--- src/rtl/mips_pipe_pkg.sv ---
// Shared types for the MIPS pipeline boundary registers.
// ifid_t is sized by IFID_PC_W / IFID_INSTR_W; the IF->ID register
// parameters must match these widths.
package mips_pipe_pkg;

    localparam int          IFID_PC_W    = 32;
    localparam int          IFID_INSTR_W = 32;
    // sll $0,$0,0 encodes as all zeros
    localparam logic [31:0] NOP_INSTR    = 32'h0000_0000;

    typedef enum logic [1:0] {
        EMPTY = 2'd0,
        ONE   = 2'd1,
        FULL  = 2'd2
    } ifid_state_t;

    typedef struct packed {
        logic [IFID_PC_W-1:0]    pc;
        logic [IFID_PC_W-1:0]    pc4;
        logic [IFID_INSTR_W-1:0] instr;
    } ifid_t;

endpackage

--- src/rtl/if_id_entry.sv ---
// One storage slot of the IF->ID skid buffer: a valid bit plus payload.
// clr has priority over load; payload is left untouched on clear.
module if_id_entry #(
    parameter int W = 96
) (
    input  logic         clk,
    input  logic         reset_n,
    input  logic         clr_i,
    input  logic         load_i,
    input  logic [W-1:0] d_i,
    output logic         valid_o,
    output logic [W-1:0] q_o
);

    logic         valid_q;
    logic [W-1:0] data_q;

    // Slot register: valid tracks occupancy, data captured on load.
    always_ff @(posedge clk or negedge reset_n) begin
        if (!reset_n) begin
            valid_q <= 1'b0;
            data_q  <= '0;
        end else if (clr_i) begin
            valid_q <= 1'b0;
        end else if (load_i) begin
            valid_q <= 1'b1;
            data_q  <= d_i;
        end
    end

    assign valid_o = valid_q;
    assign q_o     = data_q;

endmodule

--- src/rtl/if_id_skid_reg.sv ---
// IF->ID pipeline register built as a two-entry skid buffer (main + skid).
// in_ready is a flop, so fetch never sees a combinational path from decode.
// Optional feature: define IF_ID_PERF_EN to add the stall_cnt output.
module if_id_skid_reg
    import mips_pipe_pkg::*;
#(
    parameter int                 PC_W    = IFID_PC_W,
    parameter int                 INSTR_W = IFID_INSTR_W,
    parameter logic [INSTR_W-1:0] NOP     = NOP_INSTR
) (
    input  logic               clk,
    input  logic               reset_n,
    input  logic               flush,
    input  logic               in_valid,
    output logic               in_ready,
    input  logic [PC_W-1:0]    in_pc,
    input  logic [INSTR_W-1:0] in_instr,
    output logic               out_valid,
    input  logic               out_ready,
    output logic [PC_W-1:0]    out_pc,
    output logic [PC_W-1:0]    out_pc4,
    output logic [INSTR_W-1:0] out_instr
`ifdef IF_ID_PERF_EN
    ,
    output logic [15:0]        stall_cnt
`endif
);

    ifid_state_t state_q, state_d;
    logic        in_ready_q;
    logic        in_xfer, out_xfer;
    logic        main_load, main_clr, skid_load, skid_clr;
    logic        main_vld, skid_vld;
    ifid_t       cap, main_d, main_q, skid_q;

    assign in_xfer  = in_valid & in_ready_q;
    assign out_xfer = out_valid & out_ready;

    // Capture the fetched word; pc4 is computed here so decode gets it registered.
    always_comb begin
        cap       = '0;
        cap.pc    = in_pc;
        cap.pc4   = in_pc + PC_W'(4);
        cap.instr = in_instr;
    end

    // Main slot refills from skid when draining FULL, otherwise from fetch.
    always_comb begin
        main_d = skid_vld ? skid_q : cap;
    end

    // Occupancy state and registered in_ready (held low throughout reset).
    always_ff @(posedge clk or negedge reset_n) begin
        if (!reset_n) begin
            state_q    <= EMPTY;
            in_ready_q <= 1'b0;
        end else begin
            state_q    <= state_d;
            in_ready_q <= (state_d != FULL);
        end
    end

    // Next state and slot controls; flush overrides every transfer.
    always_comb begin
        state_d   = state_q;
        main_load = 1'b0;
        main_clr  = 1'b0;
        skid_load = 1'b0;
        skid_clr  = 1'b0;
        if (flush) begin
            state_d  = EMPTY;
            main_clr = 1'b1;
            skid_clr = 1'b1;
        end else begin
            case (state_q)
                EMPTY: begin
                    if (in_xfer) begin
                        state_d   = ONE;
                        main_load = 1'b1;
                    end
                end
                ONE: begin
                    if (in_xfer && out_xfer) begin
                        main_load = 1'b1;
                    end else if (in_xfer) begin
                        state_d   = FULL;
                        skid_load = 1'b1;
                    end else if (out_xfer) begin
                        state_d  = EMPTY;
                        main_clr = 1'b1;
                    end
                end
                FULL: begin
                    if (out_xfer) begin
                        state_d   = ONE;
                        main_load = 1'b1;
                        skid_clr  = 1'b1;
                    end
                end
                default: begin
                    state_d  = EMPTY;
                    main_clr = 1'b1;
                    skid_clr = 1'b1;
                end
            endcase
        end
    end

    if_id_entry #(.W($bits(ifid_t))) u_main (
        .clk     (clk),
        .reset_n (reset_n),
        .clr_i   (main_clr),
        .load_i  (main_load),
        .d_i     (main_d),
        .valid_o (main_vld),
        .q_o     (main_q)
    );

    if_id_entry #(.W($bits(ifid_t))) u_skid (
        .clk     (clk),
        .reset_n (reset_n),
        .clr_i   (skid_clr),
        .load_i  (skid_load),
        .d_i     (cap),
        .valid_o (skid_vld),
        .q_o     (skid_q)
    );

    assign in_ready  = in_ready_q;
    assign out_valid = main_vld;
    assign out_pc    = main_q.pc;
    assign out_pc4   = main_q.pc4;
    assign out_instr = main_vld ? main_q.instr : NOP;

`ifdef IF_ID_PERF_EN
    logic [15:0] stall_cnt_q, stall_cnt_d;

    // Saturating count of decode stall cycles; only reset clears it.
    always_comb begin
        stall_cnt_d = stall_cnt_q;
        if (out_valid && !out_ready && (stall_cnt_q != 16'hFFFF)) begin
            stall_cnt_d = stall_cnt_q + 16'd1;
        end
    end

    // Stall counter register.
    always_ff @(posedge clk or negedge reset_n) begin
        if (!reset_n) begin
            stall_cnt_q <= 16'd0;
        end else begin
            stall_cnt_q <= stall_cnt_d;
        end
    end

    assign stall_cnt = stall_cnt_q;
`endif

endmodule
--- config.mk ---
export PLATFORM = sky130hd
export DESIGN_NAME = if_id_skid_reg
export DESIGN_NICKNAME = d
export VERILOG_FILES = /design/src/rtl/mips_pipe_pkg.sv /design/src/rtl/if_id_entry.sv /design/src/rtl/if_id_skid_reg.sv
export SDC_FILE = /design/constraint.sdc
export NUM_CORES = 1
export LEC_CHECK = 0
export CAP_MARGIN = 0
export CORE_ASPECT_RATIO = 0.6
export CORE_UTILIZATION = 54
export CTS_CLUSTER_DIAMETER = 200
export DETAILED_ROUTE_END_ITERATION = 6
export PLACE_DENSITY = 0.83
export SYNTH_ARGS = -nofsm -noshare
export SYNTH_HDL_FRONTEND = slang
export SYNTH_HIERARCHICAL = 1
export SYNTH_SLANG_ARGS = --single-unit
export TNS_END_PERCENT = 100
--- constraint.sdc ---
create_clock -name clk -period 2.4 [get_ports clk]
set_clock_uncertainty 0.1 [all_clocks]
set_input_delay 0.48 -clock clk [delete_from_list [all_inputs] [get_ports clk]]
set_output_delay 0.48 -clock clk [all_outputs]
set_load 0.05 [all_outputs]
==> reports/metrics.yaml <==
timing:
  timing_hold_violations_final: 0
  worst_slew_pin_slew_ns: 0.574
  min_period_ns: 2.33
  setup_viol: 0
  grt_setup_unrepaired: "false"
  drv_slew: 0
  max_freq_ghz: 0.429
  worst_slew_margin_rel_pct: 61.6
  fin_crit_sh_pct: 97.2
logic_synthesis:
  syn_area_um2: 10100
  yosys_warnings: 6
  synth_nets: 810
  synth_area_per_cell_um2: 13.6
  netlist_instances: 740
  ys_seq_area_share_pct: 49.0
  yosysUniqueCellTypes: 48
  ys_ff_latch: 197
route:
  routed_via_density: 5.49
  vias: 6693
  first_pass_iters: 6
  drc_errors: 0
  drt_first_iter_violations: 474
  wire_per_inst_um: 19.1
  postRouteAntennaNets: 0
  wl_um: 23300
place:
  dp_hpwl_um: 16200
  place_area_um2: 12400
  portBuffers: 166
  place_congestion: 0.887
  dp.cells: 1187
pwr:
  finalPower_uw: 14000
  p_sw_uw: 5040
  pwr-share-seq_pct: 39.4
  pwr-share-comb_pct: 38.4
  ir_worst_vdd_uv: 809
  p_leak_uw: 0.00579
  p_int_uw: 9000
  power.share.switching_pct: 35.9
  p_clk_share_pct: 22.1
  power_density_nw_per_um2: 1080
critical_path:
  crit_fanout: 9
  setup.worst_path.end_class: "flop"
  critPathLaunchType: "input port"
  worstPathRequired_ns: 2.61
  cp.arrival_ns: 2.55
  setup.worst_path.class: "input port to flop"
grt:
  grt_pass1_wl_um: 37300
  grt_pass1_vias: 6699
  antenna_found_initial: 0
  gr-usage-all-layers_pct: 25.6
  grt_max_degree: 57
  grt_overflow: 0
clock_tree:
  htreeDepth: 4
  cts_tree: "built"
  cts.sinks: 197
  clockBufferDepth: 2
  cts_made_buffers: 17
  clk_pin_slew_ns: 0.08
  cts_root_buf: "clkbuf_16"
  clk_latency_ns: 0.42
floorplan:
  die_x_um: 178
  dieArea_um2: 19200
  io_pins: 167
  core_area_um2: 18200
  initial_core_util_pct: 55.4
  row_count: 38
  die_h_um: 108
final_layout:
  antenna_cells: 0
  final_common_cell: "dfrtp_1"
  area_growth_pct: 29.6
  final_area_um2: 13000
  drive_gt1_share_pct: 43.3
  nets: 1037
  final_cell_mix: "dfrtp_1 (195), mux2_2 (173), clkdlybuf4s50_1 (130)"
  fin_cells: 1220
hold_path:
  hp-class: "flop to flop"
run:
  maxCapViolCount: 0
status:
  status: "finished, final reports clean"
[what timing repair did]
item / 4_1_cts / 5_1_grt
gates resized for setup: 0 / 5
hold endpoints to repair: 52 / 0
setup endpoints to repair: 0 / 7
setup buffers: 0 / 0
hold buffers: 1 / 0
[worst max-delay path, stage by stage]
cell and delay (ns):
clkdlybuf4s50_1 0.53, buf_4 0.14, nand3_1 0.09, buf_4 0.18
nor4_4 0.23, buf_4 0.22, a311oi_1 0.12, a221o_1 0.28
mux2_4 0.26
[layer usage]
layer	vias up	wire, µm	part of all wire (%)	global-route usage (%)
met5	-	0	0	0
met4	0	157	0.67	5.01
met3	14	1830	7.8	6.71
met2	222	9860	42	35.5
met1	3343	11500	49	39.7
li1	3114	-	-	-
[metrics by stage]
stage	setup TNS, ns	util, %	hold WS [ns]	setup slack (ns)
4_1_cts	0	71.7	0.406	0.0239
3_5_place_dp	-45.36	68.0	0.388	-0.386
3_3_place_gp	-40.67	68.0	0.382	-0.363
6_report	0	71.7	0.404	0.0667
2_1_floorplan	0	-	0.0844	0.0874
5_1_grt	0	71.7	0.419	0.00695
[path summary, 6_finish.rpt]
kind                                 from              to  slack (ns)  cells past startpoint
hold / removal             u_main/q_o[12]  u_main/q_o[12]        0.40                      1
hold reg to reg            u_main/q_o[12]  u_main/q_o[12]        0.40                      1
min in group asynchronous         reset_n  u_main/q_o[86]        0.49                      2
setup / recovery                 in_pc[3]  u_main/q_o[55]        0.07                      9
setup reg to reg               state_q[0]  u_main/q_o[33]        0.25                      6
max in group asynchronous         reset_n  u_skid/valid_o        1.07                      3
[power by group through the flow]
stage                     logic (µW)  clock network [µW]  registers [µW]
after CTS                       5420                3170            5540
after floorplan                 2220                   0            6900
after global routing            5670                3320            5710
final                           5400                3110            5540
after detailed placement        5390                   0            5570
after global placement          5290                   0            5490
[synth_stat cells, drive strengths merged]
library cell	number	area (µm²)
a211o	5	43.8
a211oi	1	7.51
a21boi	1	7.51
a21o	6	45.0
a21oi	3	15.0
a221o	7	70.1
a311oi	3	26.3
a31o	2	17.5
a31oi	4	25.0
and2	36	225
and3	9	57.6
and4	5	43.8
buf	33	340
clkbuf	13	48.8
dfrtp	197	4930
ha	1	12.5
inv	9	33.8
mux2	253	3150
nand2	48	180
nand2b	2	12.5
nand3	8	40.0
nand4	10	77.6
nand4b	2	17.5
nor2	17	63.8
nor2b	6	52.6
nor3	6	30.0
nor4	5	76.3
nor4b	6	77.6
nor4bb	1	10.0
o21ai	12	60.1
o22a	1	8.76
o32a	1	10.0
or4	2	18.8
xnor2	15	131
xor2	10	87.6
[logic make-up (layout without fill, tap and decap cells)]
family / after synthesis / in the layout / synth area share, %
adders and majority gates: 1 / 1 / 0.124
buffers and inverters: 55 / 295 / 4.21
muxes: 253 / 253 / 31.3
AOI/OAI and AO/OA: 46 / 46 / 3.35
xor gates and xnor gates: 25 / 25 / 2.18
DFF: 197 / 197 / 49.0
and+or+nand+nor: 163 / 163 / 9.78
[layout make-up]
class,instances,area (µm²)
tap,240,300
inverter,9,33.8
multi-input combinational,488,4710
clock inverter,14,211
clock buffer,18,439
sequential,197,4930
timing repair buffer,254,2400
fill,1225,5130
[flip-flops by register name, summed over array words and instances (netlist names)]
name / count
u_skid/q_o: 96
u_main/q_o: 96
u_main/valid_o: 1
in_ready: 1
u_skid/valid_o: 1
state_q: 2
Note: power is estimated with default switching activity, not from simulation.
==> patch 1: new RTL, same flow settings <==
Build with the macro `IF_ID_PERF_EN` defined.
--- a/src/rtl/if_id_skid_reg.sv
+++ b/src/rtl/if_id_skid_reg.sv
@@ -2,4 +2,6 @@
 // in_ready is a flop, so fetch never sees a combinational path from decode.
 // Optional feature: define IF_ID_PERF_EN to add the stall_cnt output.
+`define IF_ID_PERF_EN
+
 module if_id_skid_reg
     import mips_pipe_pkg::*;
Check against the original RTL (old outputs only; new: stall_cnt): no difference found for any inputs over 4 cycles, from zero or initial values and one cycle with reset_n low; that may be too few to reach the edited logic, so the function may still have changed.
==> patch 1 against the original RTL <==
- worst setup slack got worse by 41 ps
- synthesized area increased by 6.7%
- total power increased by 4.3%
- via count increased by 11%
- routed wire length increased by 12%
- design area increased by 7.9%
- synthesized cell count increased by 8.9%
- sequential cell count increased by 16
- critical endpoint is now stall_cnt[3]
- largest cell class unchanged
==> patch 1: results (changes against the original RTL) <==
Routing
  – Pre-Repair DR Iteration Count: 5 (-1)
  – Via count: 7,425 (+11%)
  – Via/cell ratio: 5.53 (+0.85%)

Critical path
  – WP data arrival: 1790 ps (-760 ps)
  – Max Fanout on Critical Path: 6 (-3)
  – R2r setup slk: 230 ps (-20 ps)
  – Slowest cell delay on critical path: 840 ps (+310 ps)

Synthesis
  – Synth top area cells: dfrtp_1 (50%), mux2_2 (19%), mux2_4 (11%), and2_1 (2.0%), nand2_1 (1.6%)
  – Cells after Synth: 806 (+8.9%)
  – Post-synthesis adder-cell area fraction: 0.00233 (+0.00109)
  – Synth Net Count: 877 (+8.3%)
  – Yosys cell types: 52 (+8.3%)
  – Seq/Total Area, Yosys: 0.497 (+0.00661)

Clock network
  – H-tree depth: 1 (-3)
  – CTS buffer count: 20 (+3)
  – Maximum buffer depth of the clock tree: 3 (+1)
  – Worst skew pair latency: 510 ps (+90 ps)

Placement
  – Post-DP HPWL: 18,300 um (+13%)
  – Port-buffer cells: 182 (+9.6%)
  – Placed cells: 1,307 (+10%)

Global route
  – First-pass GRT wire length: 41,900 um (+12%)
  – Pin count of the biggest net entering global routing: 67 (+18%)
  – Overall routing resource usage: 0.262 (+0.00640)

Cells and area
  – Share of layout cells above drive strength 1: 0.408 (-0.0247)
  – Final #Nets: 1,135 (+9.5%)

Status
  – Status: finished, final reports clean

Power and ir drop
  – Leakage power: 6.19 nW (+7.0%)
  – Peak supply drop: 854 uV (+5.5%)
-- patch 1: cell types whose count changed after synthesis, moves of 5 or more --
cell,delta
o21ai_0,-5
mux2_2,+9
dfrtp_1,+16
a31oi_1,+8
a221o_1,-6
o31ai_1,+9
or4_1,+7
nand3_1,+9
a21oi_1,+5
nor2_1,+6
nand4_1,+9
-- patch 1: area by class of cell --
cell class,instances,area (sq um)
Sequential cell,213,5340
Inverter,5,18.8
Tap cell,266,333
Clock inverter,5,36.3
Multi-Input combinational cell,540,5000
Fill cell,1300,5170
Timing Repair Buffer,284,2750
Clock buffer,29,574
-- patch 1: through the flow --
step / instance area [sq um] / setup TNS (ps) / hold WS (ps) / worst slack [ps]
floorplan: 10700 / 0 / 84.4 / 13.9
global placement: 13400 / -39120 / 381 / -389
detailed placement: 13400 / -45230 / 384 / -391
CTS: 14000 / 0 / 397 / 23.0
global route: 14100 / 0 / 406 / 0.438
finish: 14100 / 0 / 391 / 26.1
-- patch 1: power by group --
part / internal, mW / switching, mW / total, mW
Sequential: 5.03 / 0.850 / 5.88
Combinational: 2.68 / 3.06 / 5.74
Clock: 1.67 / 1.37 / 3.04
Total: 9.38 / 5.28 / 14.7
-- patch 1: worst paths after layout --
path	from	endpoint	cells past startpoint
max	stall_cnt[3]	stall_cnt[3]	1
min	stall_cnt[14]	stall_cnt[14]	1
max reg2reg	state_q[0]	u_main/q_o[36]	7
min reg2reg	stall_cnt[14]	stall_cnt[14]	1
max in group asynchronous	reset_n	u_main/q_o[86]	3
min in group asynchronous	reset_n	u_main/q_o[65]	2
-- patch 1: kinds of logic after synthesis --
group | count (synthesis)
buf+inv | 53
mux | 262
flops | 213
fa+ha+maj | 2
compound gates | 54
xor+xnor | 29
simple gates | 193
-- patch 1: per-layer routing --
metal | wire length (um) | global-route usage | up-vias
met5 | 0 | 0 | -
met4 | 393 | 0.0528 | 0
met3 | 1680 | 0.0516 | 32
met2 | 10900 | 0.369 | 228
met1 | 13200 | 0.416 | 3748
li1 | - | - | 3417
-- patch 1: repair_timing --
item / in CTS / in global routing
hold buffers: 1 / 0
endpoints found under the setup margin: 1 / 5
endpoints found under the hold margin: 61 / 0
setup buffers: 0 / 0
pin swaps: 0 / 1
gates resized for setup: 1 / 3
==> patch 2: new RTL, same settings <==
Without the edit above. Re-encode `ifid_state_t` (3 states) as one-hot, 3 bits wide.
--- a/src/rtl/mips_pipe_pkg.sv
+++ b/src/rtl/mips_pipe_pkg.sv
@@ -9,8 +9,8 @@
     localparam logic [31:0] NOP_INSTR    = 32'h0000_0000;
 
-    typedef enum logic [1:0] {
-        EMPTY = 2'd0,
-        ONE   = 2'd1,
-        FULL  = 2'd2
+    typedef enum logic [2:0] {
+        EMPTY = 3'b001,
+        ONE   = 3'b010,
+        FULL  = 3'b100
     } ifid_state_t;
 
Formal check against the unedited RTL: no difference found for any inputs over 4 cycles, from zero or initial values and one cycle with reset_n low; so few cycles prove little.
==> patch 2 against the original RTL <==
- the run now ends with negative setup slack left
- critical path depth is 1 lower
- sequential cell count is 1 higher
- highest routed layer unchanged
- total power is 13% lower
- die area is 0.60% lower
- synthesized area is 0.61% lower
- worst setup slack worse by 110 ps
- routed wire length is 1.9% higher
- fmax is 4.3% lower
- core utilization is 1.4 points higher
- design area is 1.4% higher
==> patch 2: results (changes against the original RTL) <==
Timing
  – Setup ws final: -39.0 ps (-106 ps)
  – Setup Viol. Count Final: 46 (+46)

Synthesis
  – Cells after Synth: 731 (-1.2%)
  – Post-synthesis mux area share: 0.328 (+0.0143)
  – Yosys cell types: 45 (-6.3%)
  – Compound-Gate Fraction of Synth Area: 0.0302 (-0.00330)

Status
  – Failing checks: negative setup slack
  – Status: finished with violations

Min path
  – Hold Path End: u_main/q_o[17]

Global route
  – First-pass GRT wire length: 36,400 um (-2.5%)
  – Overall routing resource usage: 0.249 (-0.00703)
  – Met2 Track Usage GR: 0.371 (+0.0151)
  – Pin count of the biggest net entering global routing: 54 (-5.3%)
  – M1 GR Usage: 0.370 (-0.0264)

Routing
  – Initial DRC Count: 323 (-32%)
  – DR WL/cell: 19.6 um (+2.6%)
  – Via count: 6,658 (-0.52%)
  – Detailed Route WL: 23,800 um (+1.9%)

Power and ir drop
  – PwrDens: 922 mW/mm^2 (-14%)

Cells and area
  – Clk tree area frac: 0.0445 (-0.00542)
  – Final #Nets: 1,028 (-0.87%)
  – Reg area: 0.00496 sq mm (+0.56%)
  – Comb_multi_in: 483 (-1.0%)

Critical path
  – Crit-path leading delay family: simple AND/OR/NAND/NOR gates
  – WP data arrival: 2660 ps (+110 ps)

Placement
  – Routability cong.: 0.823 (-7.2%)
  – Placed cells: 1,168 (-1.6%)

Floorplanning
  – Die Area: 0.0191 sq mm (-0.60%)

Clock network
  – CTS sink count: 198 (+0.51%)
-- patch 2: cell count changes after synthesis, moves of 8 or more --
cell and delta:
mux2_2 +11, and3_1 -8, nor4_1 +8, o31a_1 +10
nand2_1 -12, xnor2_1 -10
-- patch 2: what timing repair did --
item                       in CTS  in global routing
setup buffers                   0                  7
cloned                          0                  4
pin swaps                       0                  3
hold buffers                    1                  0
setup endpoints to repair      27                139
hold endpoints to repair       47                  0
gates resized for setup        12                 46
-- patch 2: cell families after synthesis --
| kind of cell | count (synthesis) |
|---|---|
| DFF | 198 |
| muxes | 264 |
| and+or+nand+nor | 160 |
| adders and majority gates | 1 |
| buffers and inverters | 50 |
| AOI/OAI and AO/OA | 41 |
| xor gates and xnor gates | 17 |
-- patch 2: power breakdown --
part / leakage [nW] / internal (mW) / switching (mW)
clock network: 0.286 / 1.49 / 1.37
logic: 3.13 / 2.04 / 2.56
registers: 2.54 / 4.20 / 0.521
